[src/rtl/dcache_arb_pkg.sv]
// Shared types for the two-way data-cache port arbiter.
package dcache_arb_pkg;

  typedef enum logic {
    IDLE   = 1'b0,
    LOCKED = 1'b1
  } arb_state_t;

  typedef struct packed {
    logic        rd;
    logic        wr;
    logic [31:0] addr;
    logic [31:0] wr_data;
    logic [3:0]  wr_be;
  } cache_req_t;

  localparam cache_req_t NO_REQ = '0;

endpackage

[src/rtl/dcache_arb_if.sv]
// Requester-side and cache-side bus of the data-cache arbiter.
interface dcache_arb_if;
  logic        r0_rd, r0_wr;
  logic [31:0] r0_addr, r0_wr_data, r0_data;
  logic [3:0]  r0_wr_be;
  logic        r0_waitrequest;

  logic        r1_rd, r1_wr;
  logic [31:0] r1_addr, r1_wr_data, r1_data;
  logic [3:0]  r1_wr_be;
  logic        r1_waitrequest;

  logic        cache_rd, cache_wr;
  logic [31:0] cache_addr, cache_wr_data, cache_data;
  logic [3:0]  cache_wr_be;
  logic        cache_waitrequest;

  modport slave (
    input  r0_rd, r0_wr, r0_addr, r0_wr_data, r0_wr_be,
    output r0_data, r0_waitrequest,
    input  r1_rd, r1_wr, r1_addr, r1_wr_data, r1_wr_be,
    output r1_data, r1_waitrequest,
    output cache_rd, cache_wr, cache_addr, cache_wr_data, cache_wr_be,
    input  cache_data, cache_waitrequest
  );

  modport master (
    output r0_rd, r0_wr, r0_addr, r0_wr_data, r0_wr_be,
    input  r0_data, r0_waitrequest,
    output r1_rd, r1_wr, r1_addr, r1_wr_data, r1_wr_be,
    input  r1_data, r1_waitrequest,
    input  cache_rd, cache_wr, cache_addr, cache_wr_data, cache_wr_be,
    output cache_data, cache_waitrequest
  );
endinterface

[src/rtl/dcache_arb.sv]
// Round-robin arbiter sharing one data-cache port between two requesters;
// the grant is held while the cache stalls the granted transaction.
module dcache_arb
  import dcache_arb_pkg::*;
(
  input  logic         clock,
  input  logic         reset,
  dcache_arb_if.slave  bus,
  output logic         proto_err
);

  arb_state_t state_q, state_d;
  logic       owner_q, owner_d;
  logic       rr_q, rr_d;
  logic       perr_q, perr_d;

  logic [1:0] req;
  logic       gnt_vld, gnt, owner_req, fwd;
  cache_req_t req0, req1, sel;

  // Returns {valid, id}: the pointer's requester if active, else the other.
  function automatic logic [1:0] rr_pick(input logic [1:0] r, input logic ptr);
    rr_pick = {|r, r[ptr] ? ptr : ~ptr};
  endfunction

  assign req  = {bus.r1_rd | bus.r1_wr, bus.r0_rd | bus.r0_wr};
  assign req0 = '{rd: bus.r0_rd, wr: bus.r0_wr, addr: bus.r0_addr,
                  wr_data: bus.r0_wr_data, wr_be: bus.r0_wr_be};
  assign req1 = '{rd: bus.r1_rd, wr: bus.r1_wr, addr: bus.r1_addr,
                  wr_data: bus.r1_wr_data, wr_be: bus.r1_wr_be};

  always_comb begin
    {gnt_vld, gnt} = rr_pick(req, rr_q);
    if (state_q == LOCKED) begin
      gnt_vld = 1'b1;
      gnt     = owner_q;
    end
    owner_req = req[gnt];
    // A locked owner that dropped its request is not forwarded.
    fwd = gnt_vld && owner_req && !reset;
    sel = fwd ? (gnt ? req1 : req0) : NO_REQ;
  end

  assign bus.cache_rd       = sel.rd;
  assign bus.cache_wr       = sel.wr;
  assign bus.cache_addr     = sel.addr;
  assign bus.cache_wr_data  = sel.wr_data;
  assign bus.cache_wr_be    = sel.wr_be;
  assign bus.r0_waitrequest = !(fwd && !gnt) || bus.cache_waitrequest;
  assign bus.r1_waitrequest = !(fwd && gnt)  || bus.cache_waitrequest;
  assign bus.r0_data        = bus.cache_data;
  assign bus.r1_data        = bus.cache_data;
  assign proto_err          = perr_q;

  always_comb begin
    state_d = state_q;
    owner_d = owner_q;
    rr_d    = rr_q;
    perr_d  = perr_q;
    unique case (state_q)
      IDLE: begin
        if (gnt_vld) begin
          if (bus.cache_waitrequest) begin
            state_d = LOCKED;
            owner_d = gnt;
          end else begin
            rr_d = ~gnt;
          end
        end
      end
      LOCKED: begin
        if (!owner_req) begin
          perr_d  = 1'b1;
          state_d = IDLE;
        end else if (!bus.cache_waitrequest) begin
          rr_d    = ~owner_q;
          state_d = IDLE;
        end
      end
    endcase
  end

  always_ff @(posedge clock) begin
    if (reset) begin
      state_q <= IDLE;
      owner_q <= 1'b0;
      rr_q    <= 1'b0;
      perr_q  <= 1'b0;
    end else begin
      state_q <= state_d;
      owner_q <= owner_d;
      rr_q    <= rr_d;
      perr_q  <= perr_d;
    end
  end

endmodule

[src/flat_wrapper.sv]
// flat-port wrapper written by rule: the top's interface ports become plain ports
module dcache_arb_flat import dcache_arb_pkg::*;
  (clock, reset, proto_err, bus_r0_rd, bus_r0_wr, bus_r0_addr, bus_r0_wr_data, bus_r0_wr_be, bus_r0_data, bus_r0_waitrequest, bus_r1_rd, bus_r1_wr, bus_r1_addr, bus_r1_wr_data, bus_r1_wr_be, bus_r1_data, bus_r1_waitrequest, bus_cache_rd, bus_cache_wr, bus_cache_addr, bus_cache_wr_data, bus_cache_wr_be, bus_cache_data, bus_cache_waitrequest);
  dcache_arb_if bus_i ();
  input  logic clock;
  input  logic reset;
  output logic proto_err;
  input wire logic [$bits(bus_i.r0_rd)-1:0] bus_r0_rd;
  input wire logic [$bits(bus_i.r0_wr)-1:0] bus_r0_wr;
  input wire logic [$bits(bus_i.r0_addr)-1:0] bus_r0_addr;
  input wire logic [$bits(bus_i.r0_wr_data)-1:0] bus_r0_wr_data;
  input wire logic [$bits(bus_i.r0_wr_be)-1:0] bus_r0_wr_be;
  output wire logic [$bits(bus_i.r0_data)-1:0] bus_r0_data;
  output wire logic [$bits(bus_i.r0_waitrequest)-1:0] bus_r0_waitrequest;
  input wire logic [$bits(bus_i.r1_rd)-1:0] bus_r1_rd;
  input wire logic [$bits(bus_i.r1_wr)-1:0] bus_r1_wr;
  input wire logic [$bits(bus_i.r1_addr)-1:0] bus_r1_addr;
  input wire logic [$bits(bus_i.r1_wr_data)-1:0] bus_r1_wr_data;
  input wire logic [$bits(bus_i.r1_wr_be)-1:0] bus_r1_wr_be;
  output wire logic [$bits(bus_i.r1_data)-1:0] bus_r1_data;
  output wire logic [$bits(bus_i.r1_waitrequest)-1:0] bus_r1_waitrequest;
  output wire logic [$bits(bus_i.cache_rd)-1:0] bus_cache_rd;
  output wire logic [$bits(bus_i.cache_wr)-1:0] bus_cache_wr;
  output wire logic [$bits(bus_i.cache_addr)-1:0] bus_cache_addr;
  output wire logic [$bits(bus_i.cache_wr_data)-1:0] bus_cache_wr_data;
  output wire logic [$bits(bus_i.cache_wr_be)-1:0] bus_cache_wr_be;
  input wire logic [$bits(bus_i.cache_data)-1:0] bus_cache_data;
  input wire logic [$bits(bus_i.cache_waitrequest)-1:0] bus_cache_waitrequest;
  assign bus_i.r0_rd = bus_r0_rd;
  assign bus_i.r0_wr = bus_r0_wr;
  assign bus_i.r0_addr = bus_r0_addr;
  assign bus_i.r0_wr_data = bus_r0_wr_data;
  assign bus_i.r0_wr_be = bus_r0_wr_be;
  assign bus_r0_data = bus_i.r0_data;
  assign bus_r0_waitrequest = bus_i.r0_waitrequest;
  assign bus_i.r1_rd = bus_r1_rd;
  assign bus_i.r1_wr = bus_r1_wr;
  assign bus_i.r1_addr = bus_r1_addr;
  assign bus_i.r1_wr_data = bus_r1_wr_data;
  assign bus_i.r1_wr_be = bus_r1_wr_be;
  assign bus_r1_data = bus_i.r1_data;
  assign bus_r1_waitrequest = bus_i.r1_waitrequest;
  assign bus_cache_rd = bus_i.cache_rd;
  assign bus_cache_wr = bus_i.cache_wr;
  assign bus_cache_addr = bus_i.cache_addr;
  assign bus_cache_wr_data = bus_i.cache_wr_data;
  assign bus_cache_wr_be = bus_i.cache_wr_be;
  assign bus_i.cache_data = bus_cache_data;
  assign bus_i.cache_waitrequest = bus_cache_waitrequest;
  dcache_arb u_core (.clock(clock), .reset(reset), .bus(bus_i), .proto_err(proto_err));
endmodule
[config.mk]
export PLATFORM = sky130hd
export DESIGN_NAME = dcache_arb_flat
export DESIGN_NICKNAME = d
export VERILOG_FILES = /design/src/rtl/dcache_arb_pkg.sv /design/src/rtl/dcache_arb_if.sv /design/src/rtl/dcache_arb.sv /design/src/flat_wrapper.sv
export SDC_FILE = /design/constraint.sdc
export NUM_CORES = 1
export LEC_CHECK = 0
export ABC_AREA = 1
export BUFFER_PORTS_ARGS = -buffer_cell sky130_fd_sc_hd__buf_2
export CAP_MARGIN = 20
export CORE_AREA = 2 2 122 124
export DETAILED_ROUTE_END_ITERATION = 7
export DIE_AREA = 0 0 124 126
export SYNTH_ARGS = -nofsm -noshare
export SYNTH_HDL_FRONTEND = slang
export SYNTH_SLANG_ARGS = --single-unit
[constraint.sdc]
create_clock -name clock -period 1.5 [get_ports clock]
set_input_delay 0.3 -clock clock [delete_from_list [all_inputs] [get_ports clock]]
set_output_delay 0.3 -clock clock [all_outputs]
set_load 0.005 [all_outputs]
# Word level (Yosys, flattened, before mapping)
# Cells that the tools add are included.
[totals]
register_bits = 4
inputBits = 175
out_inout_bits = 137
elab_cells = 49
[classes]
order_cmp = 2
eq_ne = 4
muxes = 18
bitwise_logic = 7
n_reduce_logical = 14
[op_table]
columns = ["operator", "count"]
rows = [
  ["$mux W70", 2],
  ["$mux W1", 14],
  ["$ne A2 B2 Y1 const B", 3],
  ["$not A1 Y1", 5],
  ["$logic_and A1 B1 Y1", 4],
  ["$logic_not A1 Y1", 4],
  ["$lt A1 B2 Y1 const B", 2],
  ["$pmux W1 S2", 2],
  ["$reduce_and A4 Y1", 1],
  ["$reduce_and A3 Y1", 1],
  ["$logic_or A1 B1 Y1", 2],
  ["$ne A2 B1 Y1 const B", 1],
  ["$or A1 B1 Y1", 2],
  ["$reduce_and A2 Y1", 1],
  ["$reduce_or A2 Y1", 1],
]

# Logic depth before layout (Yosys ltp)
# Gate-level depths: netlist of run 1.
[depth]
depth_word = 12
ltp_mapped = 10
depth_no_buf = 10

# Least setup slack after synthesis of run 1
# Ideal clock, no wire load.
[synth_timing]
path_kind = "input port to output port"
from = "input bus_r0_wr"
to = "output bus_cache_addr[24]"
arrival_time_ns = 1.288
required_ns = 1.200
slack_ns = -0.088
path_stages = 8
path_buffers = 1
path_cell_list = "nor2_4 > nand2_1 > nand3_2 > nand2_4 > nor3_4 > buf_6 > nand2_1 > nand2_1"
[synth_between]
elab_chain_cells = 10
word_cells_on_any_way = 13
cone_classes = "9 x mux; 1 x bitwise; 3 x reduce/logical"
[synth_lines]
columns = ["element", "line_no", "source"]
rows = [
  ["start: declaration", "flat_wrapper.sv:9", "input wire logic [$bits(bus_i.r0_wr)-1:0] bus_r0_wr;"],
  ["$or A1 B1 Y1 *", "dcache_arb.sv:26", "assign req = {bus.r1_rd | bus.r1_wr, bus.r0_rd | bus.r0_wr};"],
  ["$mux W1 (not written as such) (2 in a row)", "dcache_arb.sv:23", "rr_pick = {|r, r[ptr] ? ptr : ~ptr};"],
  ["$mux W1", "dcache_arb.sv:23", ""],
  ["$mux W1", "dcache_arb.sv:34", "if (state_q == LOCKED) begin"],
  ["$mux W1 (not written as such) (2 in a row)", "dcache_arb.sv:38", "owner_req = req[gnt];"],
  ["$logic_and A1 B1 Y1 (2 in a row)", "dcache_arb.sv:40", "fwd = gnt_vld && owner_req && !reset;"],
  ["$mux W70 *", "dcache_arb.sv:41", "sel = fwd ? (gnt ? req1 : req0) : NO_REQ;"],
  ["end: declaration", "flat_wrapper.sv:24", "output wire logic [$bits(bus_i.cache_addr)-1:0] bus_cache_addr;"],
]
# Every way passes the cells marked *; elsewhere a longest branch is shown, timed or not. The select of a mux whose other input is x is not followed.

# Final worst setup path of run 1
[layout_timing]
from = "register u_core.state_q"
to = "output bus_r0_waitrequest"
[layout_between]
elab_chain_cells = 8
word_cells_on_any_way = 10
cone_classes = "4 x mux; 6 x reduce/logical"
[layout_lines]
columns = ["element", "line_no", "source"]
rows = [
  ["start: declaration", "dcache_arb.sv:12", "arb_state_t state_q, state_d;"],
  ["start signal: assignment", "dcache_arb.sv:90", "state_q <= state_d;"],
  ["$mux W1", "dcache_arb.sv:34", ""],
  ["$mux W1 (not written as such) (2 in a row)", "dcache_arb.sv:38", ""],
  ["$logic_and A1 B1 Y1 (2 in a row)", "dcache_arb.sv:40", ""],
  ["$logic_and A1 B1 Y1 *", "dcache_arb.sv:49", "assign bus.r0_waitrequest = !(fwd && !gnt) || bus.cache_waitrequest;"],
  ["$logic_not A1 Y1 *", "dcache_arb.sv:49", ""],
  ["$logic_or A1 B1 Y1 *", "dcache_arb.sv:49", ""],
  ["end: declaration", "flat_wrapper.sv:14", "output wire logic [$bits(bus_i.r0_waitrequest)-1:0] bus_r0_waitrequest;"],
]
# Marks and branches as above.

==> results of run 1 <==
==> how the worst max path moves through the flow <==
stage,start,endpoint,slack [ps]
after floorplan,bus_r0_wr,bus_cache_addr[24],-90
after global placement,bus_r0_wr,bus_cache_addr[7],-300
after detailed placement,bus_r0_wr,bus_cache_addr[7],-340
after CTS,u_core.state_q,bus_cache_wr_data[21],-420
after global routing,u_core.state_q,bus_cache_wr_data[8],-510
final,u_core.state_q,bus_r0_waitrequest,-430
==> layout make-up <==
type                       count  area share
clock buffer                   3      0.0218
inverter                      10      0.0109
multi-input combinational    237       0.349
sequential                     4      0.0239
tap                          184      0.0667
timing repair buffer         254       0.528
==> power by group through the flow <==
stage	clock, mW	combinational, mW	sequential, mW
finish	0.417	1.49	0.123
global placement	0	0.968	0.122
global route	0.432	1.63	0.124
floorplan	0	0.622	0.122
CTS	0.423	1.19	0.122
detailed placement	0	0.968	0.122
==> kinds of logic after synthesis <==
kind of cell / count (synthesis)
and+or+nand+nor: 233
buffers and inverters: 103
DFF: 4
AOI/OAI and AO/OA: 4
==> critical path: cells and delay by family, from the launching register on <==
family / cells / cell delay [ps]
DFF: 1 / 330
and+or+nand+nor: 3 / 410
buffers and inverters: 6 / 670
==> what timing repair did <==
item / in CTS / in global routing
setup buffers: 5 / 8
pin swaps: 1 / 27
endpoints found under the setup margin: 72 / 74
resized for setup: 14 / 36
hold endpoints to repair: 0 / 0
gates cloned: 6 / 8
==> routing by layer <==
| layer | track usage | vias up | wire length, microns | part of all wire |
|---|---|---|---|---|
| li1 | - | 1418 | - | - |
| met1 | 0.131 | 1307 | 4360 | 0.41 |
| met2 | 0.175 | 175 | 4880 | 0.46 |
| met3 | 0.0349 | 28 | 1080 | 0.10 |
| met4 | 0.0344 | 0 | 266 | 0.025 |
| met5 | 0 | - | 0 | 0 |
==> per-stage QoR <==
step,instances,setup TNS (ps),area (sq um)
after CTS,678,-28400,3120
after global routing,692,-33550,3450
after global placement,664,-18510,2770
after floorplan,344,-3980,1920
final,692,-26710,3450
after detailed placement,664,-20080,2770
==> cells in the final DEF (no fill, tap or decap), types with 2 or more instances in the layout <==
cell                          n
sky130_fd_sc_hd__buf_12      16
sky130_fd_sc_hd__buf_16       6
sky130_fd_sc_hd__buf_2      215
sky130_fd_sc_hd__buf_4        6
sky130_fd_sc_hd__buf_6        3
sky130_fd_sc_hd__buf_8        2
sky130_fd_sc_hd__clkbuf_16    9
sky130_fd_sc_hd__dfxtp_1      2
sky130_fd_sc_hd__dfxtp_2      2
sky130_fd_sc_hd__inv_1        5
sky130_fd_sc_hd__inv_2        5
sky130_fd_sc_hd__nand2_1    131
sky130_fd_sc_hd__nand2_2     14
sky130_fd_sc_hd__nand2_4      5
sky130_fd_sc_hd__nand3_2      4
sky130_fd_sc_hd__nand4_1     72
sky130_fd_sc_hd__nor2_1       3
==> state kept, by name (all words and copies together) (netlist names) <==
name,count
u_core.proto_err,1
u_core.state_q,1
u_core.rr_q,1
u_core.owner_q,1
==> impl_results.html, run 1 <==
<table>
<tr><th>Metric</th><th>Value</th></tr>
<tr><th colspan="2">Synthesis</th></tr>
<tr><td>Simple-gate area share of the yosys netlist</td><td>0.585</td></tr>
<tr><td>Synthesized netlist cell count</td><td>344</td></tr>
<tr><td>Count of flip-flops with a built-in enable after synthesis</td><td>0</td></tr>
<tr><td>Flops &amp; latches, synth</td><td>4</td></tr>
<tr><td>Fraction of the mapped netlist area in compound gates</td><td>0.0118</td></tr>
<tr><td>Fraction of the yosys area taken by sequential cells</td><td>0.0419</td></tr>
<tr><td>Post-Syn Area</td><td>1910 sq um</td></tr>
<tr><td>Yosys top cell by area</td><td>sky130_fd_sc_hd__nand2_1</td></tr>
<tr><td>Asr flop ratio synth</td><td>0</td></tr>
<tr><td>Share of synthesized area spent on multiplexers</td><td>0</td></tr>
<tr><td>Top area cells in the synthesized netlist</td><td>sky130_fd_sc_hd__nand2_1 (28%), sky130_fd_sc_hd__buf_4 (26%), sky130_fd_sc_hd__nand4_1 (24%)</td></tr>
<tr><td>Number of distinct standard cells referenced by the synthesized netlist</td><td>21</td></tr>
<tr><td>Main combinational cell family by area after synthesis</td><td>simple AND/OR/NAND/NOR gates</td></tr>
<tr><td>Number of warning messages in the yosys log</td><td>0</td></tr>
<tr><td>Most frequent cell after synthesis</td><td>sky130_fd_sc_hd__nand2_1</td></tr>
<tr><td>Number of nets produced by synthesis</td><td>519</td></tr>
<tr><td>Area share of fa/ha/maj cells after synthesis</td><td>0</td></tr>
<tr><td>Mean Syn Cell Area</td><td>5.55 sq um</td></tr>
<tr><td>Most common flop cell mapped by yosys</td><td>sky130_fd_sc_hd__dfxtp_1</td></tr>
<tr><td>Top cells by count, synth</td><td>sky130_fd_sc_hd__nand2_1 (141), sky130_fd_sc_hd__nand4_1 (72), sky130_fd_sc_hd__buf_4 (65)</td></tr>
<tr><td>Post-synthesis share of cell area spent on xor and xnor gates</td><td>0</td></tr>
<tr><td>Area share of the leading cell type in the synthesized netlist</td><td>0.277</td></tr>
<tr><th colspan="2">Placement</th></tr>
<tr><td>IO Port Bufs</td><td>215</td></tr>
<tr><td>Worst slack at placement</td><td>-338 ps</td></tr>
<tr><td>Routability congestion estimate</td><td>0.740</td></tr>
<tr><td>HPWL after DPL</td><td>6.46 mm</td></tr>
<tr><th colspan="2">Hold path</th></tr>
<tr><td>Class of the most critical hold timing path</td><td>in2reg</td></tr>
<tr><td>WHS Endpoint</td><td>u_core.state_q</td></tr>
<tr><td>Startpoint of the worst hold path</td><td>bus_cache_waitrequest</td></tr>
<tr><td>Number of stages on the worst hold path</td><td>3</td></tr>
<tr><th colspan="2">Power</th></tr>
<tr><td>Switching power share of the total</td><td>0.377</td></tr>
<tr><td>Switching pwr</td><td>0.765 mW</td></tr>
<tr><td>Internal power summed over all cells</td><td>1.26 mW</td></tr>
<tr><td>Total power after layout</td><td>2.03 mW</td></tr>
<tr><td>Part of the total power dissipated in sequential elements</td><td>0.061</td></tr>
<tr><td>Lkg Pwr</td><td>2.07 nW</td></tr>
<tr><td>Power per standard cell area</td><td>587 nW/um^2</td></tr>
<tr><td>Logic gate share of total power</td><td>0.734</td></tr>
<tr><td>Proportion of power drawn by the clock network</td><td>0.206</td></tr>
<tr><td>VDD IR max</td><td>0.670 mV</td></tr>
<tr><th colspan="2">STA</th></tr>
<tr><td>Worst Max-Slew Pin Slew</td><td>281 ps</td></tr>
<tr><td>Max Clk Rate</td><td>519 MHz</td></tr>
<tr><td>Fin Hold WS</td><td>327 ps</td></tr>
<tr><td>RSZ-0062 raised after global routing</td><td>true</td></tr>
<tr><td>Clock period minus final worst setup slack</td><td>1930 ps</td></tr>
<tr><td>Share of the clock period used by the worst path after layout</td><td>1.29</td></tr>
<tr><td>Worst slew slack as a fraction of its limit</td><td>0.811</td></tr>
<tr><td>Final-report max-slew violation count</td><td>0</td></tr>
<tr><td>Final setup violation count</td><td>75</td></tr>
<tr><td>Final count of hold timing violations</td><td>0</td></tr>
<tr><td>PnR worst setup slack</td><td>-428 ps</td></tr>
<tr><td>Setup clock skew after layout</td><td>0.799 ps</td></tr>
<tr><th colspan="2">Finish</th></tr>
<tr><td>Number of nets in the finished design</td><td>685</td></tr>
<tr><td>Fillcell total</td><td>1609</td></tr>
<tr><td>Layout cells sized above 1</td><td>0.573</td></tr>
<tr><td>Area growth, synth to finish</td><td>80.7%</td></tr>
<tr><td>Final Core Density</td><td>0.241</td></tr>
<tr><td>Total inserted antenna cells</td><td>0</td></tr>
<tr><td>Multi-input combinational cell area</td><td>1200 sq um</td></tr>
<tr><td>FF+latch area</td><td>82.6 sq um</td></tr>
<tr><th colspan="2">Clocking</th></tr>
<tr><td>TritonCTS clock tree</td><td>yes</td></tr>
<tr><td>Cts-stage hold buffer count</td><td>0</td></tr>
<tr><td>Worst-skew pair later-pin latency</td><td>220 ps</td></tr>
<tr><td>Sink count of the clock tree</td><td>4</td></tr>
<tr><td>TritonCTS buffer count</td><td>3</td></tr>
<tr><td>Number of buffers between clock root and the deepest sink</td><td>2</td></tr>
<tr><td>CTS Root Cell</td><td>sky130_fd_sc_hd__clkbuf_16</td></tr>
<tr><td>CTS HTree Levels</td><td>1</td></tr>
<tr><td>Clock transition at the register clock pins on the worst setup and hold paths after CTS</td><td>30 ps</td></tr>
<tr><th colspan="2">Critical path</th></tr>
<tr><td>Setup slack on the worst flop-to-flop path</td><td>-140 ps</td></tr>
<tr><td>Critical path capture point type</td><td>output port</td></tr>
<tr><td>Crit path largest cell delay</td><td>330 ps</td></tr>
<tr><td>Crit Reg-Reg Endpoint</td><td>u_core.rr_q</td></tr>
<tr><td>Slowest cell on crit path</td><td>sky130_fd_sc_hd__dfxtp_2</td></tr>
<tr><td>Worst-case reg-to-reg path depth</td><td>13</td></tr>
<tr><td>Maximum fanout along the worst path</td><td>7</td></tr>
<tr><td>Required time of the worst setup path</td><td>1200 ps</td></tr>
<tr><td>Critical Path Source Type</td><td>flip-flop</td></tr>
<tr><td>Worst path arrival time</td><td>1630 ps</td></tr>
<tr><td>Critical path, cell by cell</td><td>inv_2 -&gt; or2_4 -&gt; nand2_4 -&gt; buf_12 -&gt; buf_6 -&gt; buf_12 -&gt; buf_8 -&gt; nand4_1 -&gt; buf_2</td></tr>
<tr><td>Cell repeated most along the worst path</td><td>sky130_fd_sc_hd__buf_12</td></tr>
<tr><td>Class of the most critical setup path</td><td>reg2out</td></tr>
<tr><td>R2r startpoint</td><td>u_core.state_q</td></tr>
<tr><th colspan="2">Floorplan</th></tr>
<tr><td>Height of the die</td><td>126 microns</td></tr>
<tr><td>Starting density of the core</td><td>0.133</td></tr>
<tr><td>Standard cell core area</td><td>14300 sq um</td></tr>
<tr><td>Count of boundary I/O pins</td><td>312</td></tr>
<tr><td>Width of the die</td><td>124 microns</td></tr>
<tr><td>Die ar.</td><td>15600 sq um</td></tr>
<tr><td>Placement Rows</td><td>44</td></tr>
<tr><th colspan="2">Routing</th></tr>
<tr><td>Via-per-instance ratio</td><td>4.23</td></tr>
<tr><td>Detailed-route wire length per cell</td><td>15.3 microns</td></tr>
<tr><td>Number of search-and-repair iterations in the first detailed-routing pass</td><td>5</td></tr>
<tr><td>Antenna-violating nets left</td><td>0</td></tr>
<tr><td>Number of violations reported at the end of detailed-routing iteration 0</td><td>133</td></tr>
<tr><td>Number of vias in the routed layout</td><td>2928</td></tr>
<tr><td>Number of design rule violations left after detail routing</td><td>0</td></tr>
<tr><td>Total length of routed wires</td><td>10.6 mm</td></tr>
<tr><th colspan="2">Job</th></tr>
<tr><td>Max capacitance violation total</td><td>0</td></tr>
<tr><th colspan="2">Global routing</th></tr>
<tr><td>Wire length of the first global-routing pass</td><td>13.1 mm</td></tr>
<tr><td>Antenna violations before repair</td><td>0</td></tr>
<tr><td>Total GRT Usage</td><td>0.107</td></tr>
<tr><td>Via count of the first global-routing pass</td><td>2537</td></tr>
<tr><td>Pin count of the biggest net entering global routing</td><td>43</td></tr>
<tr><td>Overflow left after global routing</td><td>0</td></tr>
<tr><th colspan="2">Status</th></tr>
<tr><td>Result of the run</td><td>complete, but fails checks</td></tr>
<tr><td>Violations in the final reports</td><td>negative setup slack</td></tr>
</table>
Power figures use the tool's default switching activity.
==> run 2, diff against run 1 <==
--- a/config.mk
+++ b/config.mk
@@ -6,7 +6,7 @@
 export NUM_CORES = 1
 export LEC_CHECK = 0
 export ABC_AREA = 1
-export BUFFER_PORTS_ARGS = -buffer_cell sky130_fd_sc_hd__buf_2
+export BUFFER_PORTS_ARGS = -buffer_cell sky130_fd_sc_hd__clkbuf_2
 export CAP_MARGIN = 20
 export CORE_AREA = 2 2 122 124
 export DETAILED_ROUTE_END_ITERATION = 7
==> impl_results.html, run 2 (same netlist as run 1, synthesis figures left out) <==
<table>
<tr><th>Metric</th><th>Value</th></tr>
<tr><th colspan="2">Finish</th></tr>
<tr><td>Final Core Density</td><td>0.236 (was 0.241)</td></tr>
<tr><td>Fillcell total</td><td>1671 (was 1609)</td></tr>
<tr><td>Commonest cells after routing, fill and taps aside</td><td>sky130_fd_sc_hd__clkbuf_2 (206), sky130_fd_sc_hd__nand2_1 (120), sky130_fd_sc_hd__nand4_1 (72) (was sky130_fd_sc_hd__buf_2 (215), sky130_fd_sc_hd__nand2_1 (131), sky130_fd_sc_hd__nand4_1 (72))</td></tr>
<tr><td>Layout cells sized above 1</td><td>0.583 (was 0.573)</td></tr>
<tr><td>Most common library cell in the layout ignoring fill and taps</td><td>sky130_fd_sc_hd__clkbuf_2 (was sky130_fd_sc_hd__buf_2)</td></tr>
<tr><td>Total inserted antenna cells</td><td>0 (unchanged)</td></tr>
<tr><td>Number of nets in the finished design</td><td>683 (was 685)</td></tr>
<tr><td>Design area</td><td>3370 sq um (was 3450 sq um)</td></tr>
<tr><td>Area growth, synth to finish</td><td>76.6% (was 80.7%)</td></tr>
<tr><th colspan="2">STA</th></tr>
<tr><td>Final-report max-slew violation count</td><td>0 (unchanged)</td></tr>
<tr><td>Worst slew slack as a fraction of its limit</td><td>0.813 (was 0.811)</td></tr>
<tr><td>Setup clock skew after layout</td><td>1.62 ps (was 0.799 ps)</td></tr>
<tr><td>Final setup violation count</td><td>74 (was 75)</td></tr>
<tr><td>Worst Max-Slew Pin Slew</td><td>279 ps (was 281 ps)</td></tr>
<tr><td>Share of the clock period used by the worst path after layout</td><td>1.31 (was 1.29)</td></tr>
<tr><td>Max Clk Rate</td><td>510 MHz (was 519 MHz)</td></tr>
<tr><td>PnR worst setup slack</td><td>-461 ps (was -428 ps)</td></tr>
<tr><td>Final count of hold timing violations</td><td>0 (unchanged)</td></tr>
<tr><td>Setup TNS</td><td>-29880 ps (was -26710 ps)</td></tr>
<tr><td>RSZ-0062 raised after global routing</td><td>true (unchanged)</td></tr>
<tr><td>Clock period minus final worst setup slack</td><td>1960 ps (was 1930 ps)</td></tr>
<tr><th colspan="2">Critical path</th></tr>
<tr><td>Maximum fanout along the worst path</td><td>8 (was 7)</td></tr>
<tr><td>Class of the most critical setup path</td><td>reg2out (unchanged)</td></tr>
<tr><td>Required time of the worst setup path</td><td>1200 ps (about the same)</td></tr>
<tr><td>Crit Reg-Reg Endpoint</td><td>u_core.proto_err (was u_core.rr_q)</td></tr>
<tr><td>R2r startpoint</td><td>u_core.state_q (unchanged)</td></tr>
<tr><td>Critical path capture point type</td><td>output port (unchanged)</td></tr>
<tr><td>Worst-case reg-to-reg path depth</td><td>12 (was 13)</td></tr>
<tr><td>Startpoint of the worst setup timing path</td><td>u_core.state_q (unchanged)</td></tr>
<tr><td>Critical Path Source Type</td><td>flip-flop (unchanged)</td></tr>
<tr><td>Setup slack on the worst flop-to-flop path</td><td>-210 ps (was -140 ps)</td></tr>
<tr><td>Worst path arrival time</td><td>1660 ps (was 1630 ps)</td></tr>
<tr><td>End point of the critical path</td><td>bus_cache_addr[9] (was bus_r0_waitrequest)</td></tr>
<tr><th colspan="2">Clocking</th></tr>
<tr><td>TritonCTS clock tree</td><td>yes (unchanged)</td></tr>
<tr><td>Worst-skew pair later-pin latency</td><td>220 ps (about the same)</td></tr>
<tr><td>Clock transition at the register clock pins on the worst setup and hold paths after CTS</td><td>30 ps (about the same)</td></tr>
<tr><td>Sink count of the clock tree</td><td>4 (unchanged)</td></tr>
<tr><td>CTS Root Cell</td><td>sky130_fd_sc_hd__clkbuf_16 (unchanged)</td></tr>
<tr><td>TritonCTS buffer count</td><td>3 (unchanged)</td></tr>
<tr><td>CTS HTree Levels</td><td>1 (unchanged)</td></tr>
<tr><td>Number of buffers between clock root and the deepest sink</td><td>2 (unchanged)</td></tr>
<tr><th colspan="2">Global routing</th></tr>
<tr><td>Pin count of the biggest net entering global routing</td><td>40 (was 43)</td></tr>
<tr><td>Antenna violations before repair</td><td>0 (unchanged)</td></tr>
<tr><td>Total GRT Usage</td><td>0.113 (was 0.107)</td></tr>
<tr><td>Overflow left after global routing</td><td>0 (unchanged)</td></tr>
<tr><td>Wire length of the first global-routing pass</td><td>13.8 mm (was 13.1 mm)</td></tr>
<tr><td>Via count of the first global-routing pass</td><td>2626 (was 2537)</td></tr>
<tr><th colspan="2">Floorplan</th></tr>
<tr><td>Placement Rows</td><td>44 (unchanged)</td></tr>
<tr><td>Starting density of the core</td><td>0.133 (unchanged)</td></tr>
<tr><td>Die ar.</td><td>15600 sq um (unchanged)</td></tr>
<tr><td>Count of boundary I/O pins</td><td>312 (unchanged)</td></tr>
<tr><td>Standard cell core area</td><td>14300 sq um (unchanged)</td></tr>
<tr><td>Height of the die</td><td>126 microns (unchanged)</td></tr>
<tr><td>Width of the die</td><td>124 microns (unchanged)</td></tr>
<tr><th colspan="2">Routing</th></tr>
<tr><td>Antenna-violating nets left</td><td>0 (unchanged)</td></tr>
<tr><td>Total length of routed wires</td><td>10.8 mm (was 10.6 mm)</td></tr>
<tr><td>Highest routed layer</td><td>met4 (unchanged)</td></tr>
<tr><td>Number of design rule violations left after detail routing</td><td>0 (unchanged)</td></tr>
<tr><td>Detailed-route wire length per cell</td><td>15.7 microns (was 15.3 microns)</td></tr>
<tr><td>Number of vias in the routed layout</td><td>2953 (was 2928)</td></tr>
<tr><td>Met3 routed wirelength</td><td>1.12 mm (was 1.08 mm)</td></tr>
<tr><td>Number of search-and-repair iterations in the first detailed-routing pass</td><td>4 (was 5)</td></tr>
<tr><td>Length of routed met2 wiring</td><td>5.08 mm (was 4.88 mm)</td></tr>
<tr><td>Number of violations reported at the end of detailed-routing iteration 0</td><td>141 (was 133)</td></tr>
<tr><td>Via-per-instance ratio</td><td>4.28 (was 4.23)</td></tr>
<tr><td>Length of routed wiring on met1</td><td>4.36 mm (about the same)</td></tr>
<tr><th colspan="2">Placement</th></tr>
<tr><td>IO Port Bufs</td><td>215 (unchanged)</td></tr>
<tr><td>Routability congestion estimate</td><td>0.712 (was 0.740)</td></tr>
<tr><td>HPWL after DPL</td><td>6.41 mm (was 6.46 mm)</td></tr>
<tr><td>Placed instance area</td><td>2760 sq um (was 2770 sq um)</td></tr>
<tr><th colspan="2">Hold path</th></tr>
<tr><td>Class of the most critical hold timing path</td><td>in2reg (unchanged)</td></tr>
<tr><th colspan="2">Status</th></tr>
<tr><td>Result of the run</td><td>complete, but fails checks (unchanged)</td></tr>
<tr><td>Violations in the final reports</td><td>negative setup slack (unchanged)</td></tr>
<tr><th colspan="2">Job</th></tr>
<tr><td>Max capacitance violation total</td><td>0 (unchanged)</td></tr>
<tr><th colspan="2">Power</th></tr>
<tr><td>Power per standard cell area</td><td>585 nW/um^2 (was 587 nW/um^2)</td></tr>
<tr><td>VDD IR max</td><td>0.686 mV (was 0.670 mV)</td></tr>
<tr><td>Lkg Pwr</td><td>2.02 nW (was 2.07 nW)</td></tr>
</table>
==> run 2: cell count changes in the layout (fill, tap and decap cells not counted), sizes merged <==
cell and delta:
buf -208, clkbuf +206
==> run 2: worst max-delay path, stage by stage, from the launching register on <==
cell                       delay (ps)
sky130_fd_sc_hd__dfxtp_2          320
sky130_fd_sc_hd__inv_2             40
sky130_fd_sc_hd__buf_6            110
sky130_fd_sc_hd__nand3_4           90
sky130_fd_sc_hd__nand2_8           70
sky130_fd_sc_hd__nor3_4           140
sky130_fd_sc_hd__buf_6            200
sky130_fd_sc_hd__buf_12           120
sky130_fd_sc_hd__buf_16           130
sky130_fd_sc_hd__nand2_2           50
sky130_fd_sc_hd__nand2_1           50
sky130_fd_sc_hd__clkbuf_2         100
==> run 2: report_power, final <==
part,switching (mW),leakage (nW),internal (mW)
Combinational,0.696,1.95,0.739
Clock,0.0742,0.0370,0.340
Sequential,0.00532,0.0334,0.117
==> run 2: layout make-up <==
cell class                      count  area, sq um  share of cell area
Tap cell                          184          230              0.0683
Timing Repair Buffer              252         1720               0.511
Multi-Input combinational cell    237         1220               0.363
Clock buffer                        3         75.1              0.0223
Inverter                           10         37.5              0.0111
Sequential cell                     4         81.3              0.0241
==> run 2: repair_timing <==
item	in CTS	in global routing
setup buffers	6	2
hold buffers	0	0
gates resized for setup	26	30
pin swaps	1	6
endpoints found under the setup margin	73	74
gates cloned	5	9
==> run 2: worst min path at each step <==
stage / startpoint / end / slack (ps) / cells past startpoint
after detailed placement: u_core.proto_err / u_core.proto_err / 440 / 2
final: bus_cache_waitrequest / u_core.state_q / 330 / 3
after global routing: bus_cache_waitrequest / u_core.state_q / 360 / 3
after global placement: u_core.proto_err / u_core.proto_err / 450 / 2
after CTS: bus_cache_waitrequest / u_core.state_q / 330 / 3
after floorplan: reset / u_core.proto_err / 370 / 1
==> run 2: stage by stage <==
stage,hold slack [ps],cells,worst slack (ps),total power [mW]
3_5_place_dp,443,665,-304,1.08
4_1_cts,331,679,-431,1.76
3_3_place_gp,450,665,-308,1.08
6_report,328,690,-461,1.97
2_1_floorplan,369,344,-87.7,0.744
5_1_grt,361,690,-568,2.14
==> run 2: routing by layer <==
| metal | GRT usage | up-vias |
|---|---|---|
| met3 | 0.0322 | 30 |
| met1 | 0.136 | 1322 |
| li1 | - | 1419 |
| met2 | 0.191 | 182 |
| met4 | 0.0357 | 0 |
| met5 | 0 | - |
